==> src/rtl/ex_stage.sv <==
// EX pipeline stage: ALU execution, 32-cycle restoring divider, and data SRAM request
// generation (byte/halfword write strobes and store-data replication).

// Combinational ALU, one-hot operation select:
// [0] add [1] sub [2] slt [3] sltu [4] and [5] nor [6] or [7] xor [8] sll [9] srl [10] sra [11] lui
module alu (
    input  logic [11:0] alu_op,
    input  logic [31:0] alu_src1,
    input  logic [31:0] alu_src2,
    output logic [31:0] alu_result
);
    logic        w_sub_like;
    logic [31:0] w_adder_b;
    logic [31:0] w_sum;
    logic        w_cout;
    logic        w_slt;
    logic        w_sltu;
    logic [31:0] w_sra;

    assign w_sub_like       = alu_op[1] | alu_op[2] | alu_op[3];
    assign w_adder_b        = w_sub_like ? ~alu_src2 : alu_src2;
    assign {w_cout, w_sum}  = {1'b0, alu_src1} + {1'b0, w_adder_b} + {32'd0, w_sub_like};
    assign w_slt            = (alu_src1[31] & ~alu_src2[31]) |
                              (~(alu_src1[31] ^ alu_src2[31]) & w_sum[31]);
    assign w_sltu           = ~w_cout;
    assign w_sra            = $unsigned($signed(alu_src1) >>> alu_src2[4:0]);

    assign alu_result = ({32{alu_op[0] | alu_op[1]}} & w_sum)
                      | ({32{alu_op[2]}}  & {31'd0, w_slt})
                      | ({32{alu_op[3]}}  & {31'd0, w_sltu})
                      | ({32{alu_op[4]}}  & (alu_src1 & alu_src2))
                      | ({32{alu_op[5]}}  & ~(alu_src1 | alu_src2))
                      | ({32{alu_op[6]}}  & (alu_src1 | alu_src2))
                      | ({32{alu_op[7]}}  & (alu_src1 ^ alu_src2))
                      | ({32{alu_op[8]}}  & (alu_src1 << alu_src2[4:0]))
                      | ({32{alu_op[9]}}  & (alu_src1 >> alu_src2[4:0]))
                      | ({32{alu_op[10]}} & w_sra)
                      | ({32{alu_op[11]}} & alu_src2);
endmodule

module ex_stage (
    input  logic         clk,
    input  logic         resetn,
    input  logic         id_to_ex_valid,
    input  logic [201:0] id_to_ex_bus,
    output logic         ex_allowin,
    input  logic         mem_allowin,
    output logic         ex_to_mem_valid,
    output logic [155:0] ex_to_mem_bus,
    output logic [38:0]  ex_to_id_bus,
    output logic         data_sram_en,
    output logic [3:0]   data_sram_we,
    output logic [31:0]  data_sram_addr,
    output logic [31:0]  data_sram_wdata
);
    typedef enum logic [1:0] {DIV_IDLE, DIV_BUSY, DIV_DONE} div_state_t;

    logic         r_ex_valid;
    logic [201:0] r_bus;
    div_state_t   r_state;
    logic [4:0]   r_cnt;
    logic [31:0]  r_rem;
    logic [31:0]  r_quo;

    logic [31:0]  w_pc, w_src1, w_src2, w_rkd_value, w_csr_wmask;
    logic [11:0]  w_alu_op;
    logic         w_div_en, w_div_mod, w_div_signed, w_res_from_mem, w_mem_we, w_rf_we;
    logic [4:0]   w_rf_waddr;
    logic         w_op_b, w_op_h, w_op_u, w_csr_re, w_csr_we;
    logic [13:0]  w_csr_num;

    logic         w_ready_go;
    logic         w_transfer;
    logic [31:0]  w_alu_result;
    logic [31:0]  w_result;

    logic         w_src1_neg, w_src2_neg, w_quo_neg;
    logic [31:0]  w_mag1, w_mag2;
    logic [31:0]  w_step_rem, w_step_quo;
    logic [32:0]  w_trial;
    logic         w_borrow;
    logic [31:0]  w_next_rem, w_next_quo;
    logic [31:0]  w_quo_fix, w_rem_fix;
    logic [3:0]   w_we_raw;

    assign {w_pc, w_alu_op, w_src1, w_src2, w_div_en, w_div_mod, w_div_signed,
            w_res_from_mem, w_mem_we, w_rf_we, w_rf_waddr, w_rkd_value,
            w_op_b, w_op_h, w_op_u, w_csr_re, w_csr_we, w_csr_num, w_csr_wmask} = r_bus;

    assign w_ready_go      = ~w_div_en | (r_state == DIV_DONE);
    assign ex_allowin      = ~r_ex_valid | (w_ready_go & mem_allowin);
    assign ex_to_mem_valid = r_ex_valid & w_ready_go;
    assign w_transfer      = r_ex_valid & w_ready_go & mem_allowin;

    // Valid bit advances only when EX can accept, so a stalled instruction is held.
    always_ff @(posedge clk) begin
        if (!resetn)
            r_ex_valid <= 1'b0;
        else if (ex_allowin)
            r_ex_valid <= id_to_ex_valid;
    end

    // Capture the decoded instruction on a handshake.
    always_ff @(posedge clk) begin
        if (!resetn)
            r_bus <= '0;
        else if (id_to_ex_valid & ex_allowin)
            r_bus <= id_to_ex_bus;
    end

    alu u_alu (
        .alu_op     (w_alu_op),
        .alu_src1   (w_src1),
        .alu_src2   (w_src2),
        .alu_result (w_alu_result)
    );

    // Restoring division on magnitudes; the first iteration is taken on the IDLE->BUSY
    // edge straight from the operands, so DONE is reached in the 33rd cycle in EX.
    assign w_src1_neg = w_div_signed & w_src1[31];
    assign w_src2_neg = w_div_signed & w_src2[31];
    assign w_quo_neg  = w_div_signed & (w_src1[31] ^ w_src2[31]);
    assign w_mag1     = w_src1_neg ? (~w_src1 + 32'd1) : w_src1;
    assign w_mag2     = w_src2_neg ? (~w_src2 + 32'd1) : w_src2;
    assign w_step_rem = (r_state == DIV_IDLE) ? '0 : r_rem;
    assign w_step_quo = (r_state == DIV_IDLE) ? w_mag1 : r_quo;
    assign w_trial    = {w_step_rem, w_step_quo[31]} - {1'b0, w_mag2};
    assign w_borrow   = w_trial[32];
    assign w_next_rem = w_borrow ? {w_step_rem[30:0], w_step_quo[31]} : w_trial[31:0];
    assign w_next_quo = {w_step_quo[30:0], ~w_borrow};
    assign w_quo_fix  = w_quo_neg  ? (~r_quo + 32'd1) : r_quo;
    assign w_rem_fix  = w_src1_neg ? (~r_rem + 32'd1) : r_rem;

    // Divider sequencer: IDLE -> BUSY (32 iterations) -> DONE -> IDLE on transfer.
    always_ff @(posedge clk) begin
        if (!resetn) begin
            r_state <= DIV_IDLE;
            r_cnt   <= '0;
            r_rem   <= '0;
            r_quo   <= '0;
        end else begin
            case (r_state)
                DIV_IDLE: begin
                    if (r_ex_valid & w_div_en) begin
                        r_rem   <= w_next_rem;
                        r_quo   <= w_next_quo;
                        r_cnt   <= 5'd1;
                        r_state <= DIV_BUSY;
                    end
                end
                DIV_BUSY: begin
                    r_rem <= w_next_rem;
                    r_quo <= w_next_quo;
                    r_cnt <= r_cnt + 5'd1;
                    if (r_cnt == 5'd31)
                        r_state <= DIV_DONE;
                end
                DIV_DONE: begin
                    if (w_transfer)
                        r_state <= DIV_IDLE;
                end
                default: r_state <= DIV_IDLE;
            endcase
        end
    end

    assign w_result = w_div_en ? (w_div_mod ? w_rem_fix : w_quo_fix) : w_alu_result;

    // Byte-lane strobes by access size and low address bits.
    always_comb begin
        w_we_raw = 4'b1111;
        if (w_op_b)
            w_we_raw = 4'b0001 << w_result[1:0];
        else if (w_op_h)
            w_we_raw = w_result[1] ? 4'b1100 : 4'b0011;
    end

    assign data_sram_en    = w_transfer & (w_res_from_mem | w_mem_we);
    assign data_sram_we    = (data_sram_en & w_mem_we) ? w_we_raw : 4'b0000;
    assign data_sram_addr  = w_result;
    assign data_sram_wdata = w_op_b ? {4{w_rkd_value[7:0]}} :
                             w_op_h ? {2{w_rkd_value[15:0]}} : w_rkd_value;

    assign ex_to_mem_bus = {w_pc, w_res_from_mem, w_rf_we, w_rf_waddr, w_result, w_rkd_value,
                            w_result[1:0], w_op_b, w_op_h, w_op_u, w_csr_re, w_csr_we,
                            w_csr_num, w_csr_wmask};
    assign ex_to_id_bus  = {r_ex_valid & w_rf_we, w_rf_waddr, r_ex_valid & w_res_from_mem, w_result};
endmodule
==> config.mk <==
export PLATFORM = sky130hd
export DESIGN_NAME = ex_stage
export DESIGN_NICKNAME = d
export VERILOG_FILES = /design/src/rtl/ex_stage.sv
export SDC_FILE = /design/constraint.sdc
export NUM_CORES = 1
export LEC_CHECK = 0
export ABC_CLOCK_PERIOD_IN_PS = 5920
export CAP_MARGIN = 20
export CORE_ASPECT_RATIO = 0.8
export CORE_MARGIN = 4
export CORE_UTILIZATION = 23
export DETAILED_ROUTE_END_ITERATION = 8
export GPL_TIMING_DRIVEN = 0
export PLACE_DENSITY = 0.47
export SETUP_SLACK_MARGIN = 0.5
export SYNTH_ARGS = -nofsm -noshare
export SYNTH_HDL_FRONTEND = slang
export SYNTH_SLANG_ARGS = --single-unit
==> constraint.sdc <==
create_clock -name clk -period 5.92 [get_ports clk]
set_input_delay 1.776 -clock clk [delete_from_list [all_inputs] [get_ports clk]]
set_output_delay 1.776 -clock clk [all_outputs]
set_load 0.05 [all_outputs]
==> results.json <==
{
  "status": "complete, but fails checks",
  "failed_checks": "negative setup slack",
  "rsz0062_at_grt": "true",
  "ant_nets": 0,
  "synth_largest_area_cell": "dfxtp_1",
  "synth_nets": 3735,
  "power_switching_mw": 4.04,
  "io_pins": 472,
  "grtUsageTotal_pct": 24.9,
  "hold_violations": 0,
  "ys_warn_count": 0,
  "multi_input_comb_area_mm2": 0.0185,
  "synth_area_leaders": "dfxtp_1 22%, nand2_1 8.6%, ha_1 6.7%, a21boi_0 6.2%, buf_4 6.2%",
  "clk_pin_slew_ns": 0.06,
  "min_path_type": "flop to flop",
  "grt_pass1_wl_mm": 208,
  "async_reset_ff_share_pct": 0,
  "p_sw_share_pct": 42.1,
  "synth-seq-cells": 274,
  "cp-end-kind": "output pin",
  "rows": 108,
  "finClkSkew_ns": 0.0334,
  "die_w_um": 378,
  "portBuffers": 471,
  "postSynthCellCount": 3391,
  "setup_ws_ns": -0.556,
  "share_seq_of_total_power_pct": 21.6,
  "netlist.area_leader.share_pct": 21.7,
  "first_global_vias": 27200,
  "syn_avg_cell_area_um2": 7.44,
  "ys_seq_area_share_pct": 21.7,
  "maxCapViolCount": 0,
  "worstPathArrival_ns": 4.70,
  "critPathRequiredTime_ns": 4.14,
  "postCtsHoldBufs": 0,
  "worstSkewPairLatency_ns": 0.60,
  "start_util_pct": 23.2,
  "power_leakage_nw": 14.8,
  "worst_pin_slew_ns": 1.23,
  "grt_start_max_net_pins": 13,
  "cts_buffers": 40,
  "synth.distinct_cells": 85,
  "dr_total_vias": 28800,
  "power_frac_clock_pct": 28.3,
  "powerDensity_mw_per_mm2": 258,
  "ir_worst_vdd_v": 0.000154,
  "layout-drive-gt1-share_pct": 22.6,
  "globalplace.congestion": 1.03,
  "whs_ns": 0.457,
  "p_int_mw": 5.55,
  "area_delta_synth_final_pct": 47.6,
  "vias_per_cell": 5.23,
  "drcViolationCount": 0,
  "root_buffer": "clkbuf_16",
  "post-route-min-period_ns": 6.48,
  "synth_common_cells": "575 x nand2_1, 274 x dfxtp_1, 233 x a21oi_1",
  "synth_area_mm2": 0.0252,
  "combPwrFrac_pct": 50.0,
  "grt_overflow": 0,
  "die_h_um": 304,
  "drt-initial-drc-count": 3187,
  "fillCellCount": 11500,
  "maxSlewHeadroom_pct": 17.9,
  "dieArea_mm2": 0.115,
  "placed_area_mm2": 0.0321,
  "core_area_mm2": 0.109,
  "seq_area_mm2": 0.00552,
  "maxSlewViolCount": 0,
  "hpwlAfterDp_mm": 122,
  "ys.flop_type": "dfxtp_1",
  "final_util_pct": 34.3,
  "setup_violations": 72,
  "firstDrtPassIters": 8,
  "worstSetupPathType": "flop to output pin",
  "fin_crit_sh_pct": 109,
  "clock-sinks": 274,
  "htree_levels": 2,
  "fin_nets": 4372,
  "cts_tree": "done",
  "startpoint_type": "flop",
  "routed_wirelength_mm": 151,
  "synth-edff-count": 0,
  "cts_buffer_depth": 3,
  "wl_per_cell_um": 27.5,
  "design_area_mm2": 0.0372,
  "antenna_found_initial": 9,
  "max_clock_freq_mhz": 154,
  "cp_max_fo": 3,
  "yosysMostFrequentCell": "nand2_1"
}
placed cells by master (no fill, tap or decap), drive strengths merged, types with 21 or more instances in the layout:
cell	count
o21ai	172
clkbuf	267
nand3	52
a21boi	208
nand4	27
clkdlybuf4s50	369
nand2	575
xnor2	141
buf	475
mux2i	93
nor2	227
dfxtp	274
a211oi	56
mux2	27
nor3	39
a22oi	38
or3	21
a31oi	26
xor2	47
ha	136
nor2b	43
o31ai	25
a21o	31
o22ai	21
and2	45
a21oi	234
mux4	40
inv	98
power by group through the flow:
stage	Clock (mW)	Combinational, mW	Sequential (mW)
global route	2.85	4.97	2.08
CTS	2.79	4.31	2.07
floorplan	0	2.43	2.03
detailed placement	0	3.85	2.11
finish	2.72	4.80	2.07
global placement	0	3.86	2.10
logic make-up after synthesis:
family / synth area share (%)
muxes: 8.46
xor gates and xnor gates: 6.52
and+or+nand+nor: 19.1
DFF: 21.7
AOI/OAI and AO/OA: 25.6
adders and majority gates: 6.90
buffers and inverters: 11.7
cell type report:
cell class,instances,share of cell area (%)
Multi-Input combinational cell,2551,49.7
Timing Repair Buffer,596,16.9
Sequential cell,274,14.8
Buffer,464,8.72
Tap cell,1430,4.80
Clock buffer,52,3.00
Inverter,101,1.07
Clock inverter,20,0.967
Antenna cell,7,0.0470
critical path, stage by stage (launching register included):
cell and delay, ns:
dfxtp_2 0.33, buf_8 0.12, buf_12 0.11, buf_12 0.12
buf_12 0.11, buf_12 0.11, buf_12 0.13, xnor2_4 0.13
buf_6 0.12, fa_2 0.38, a21oi_4 0.17, buf_12 0.15
o21ai_4 0.07, a41o_1 0.27, and4_4 0.23, o211ai_1 0.28
nand2_1 0.16, xor2_2 0.21, a221oi_4 0.41, a21oi_4 0.06
buf_12 0.17, buf_6 0.11, buf_8 0.14
path summary, 6_finish.rpt:
| check | startpoint | slack, ns | cells past startpoint | to |
|---|---|---|---|---|
| setup / recovery | r_bus[95] | -0.56 | 22 | ex_to_mem_bus[113] |
| setup reg to reg | r_bus[141] | 0.62 | 22 | r_rem[27] |
| hold reg to reg | r_cnt[3] | 0.46 | 1 | r_cnt[3] |
| hold / removal | r_cnt[3] | 0.46 | 1 | r_cnt[3] |
registers in the layout, indices dropped and copies added (netlist names):
signal / flops
r_rem: 32
r_bus: 202
r_quo: 32
r_cnt: 5
r_state: 2
r_ex_valid: 1
repair_timing:
action	4_1_cts	5_1_grt
endpoints found under the setup margin	135	135
setup buffers	54	66
pin swaps	83	90
gates resized for setup	927	396
hold endpoints to repair	0	0
metrics by stage:
stage	instances	setup slack, ns	TNS, ns	power, mW
after floorplan	3391	0.388	0	4.46
after global placement	5292	-2.25	-184.74	5.97
after detailed placement	5295	-2.21	-180.39	5.96
after CTS	5420	-0.639	-39.83	9.16
after global routing	5490	-0.620	-30.14	9.90
final	5495	-0.556	-22.48	9.60
layer usage:
| layer | global-route usage [%] | share of wire, % |
|---|---|---|
| met4 | 7.58 | 3.7 |
| met3 | 9.02 | 13 |
| met1 | 35.0 | 44 |
| met5 | 0 | 0.048 |
| met2 | 35.4 | 40 |
(Power assumes the default switching activity.)
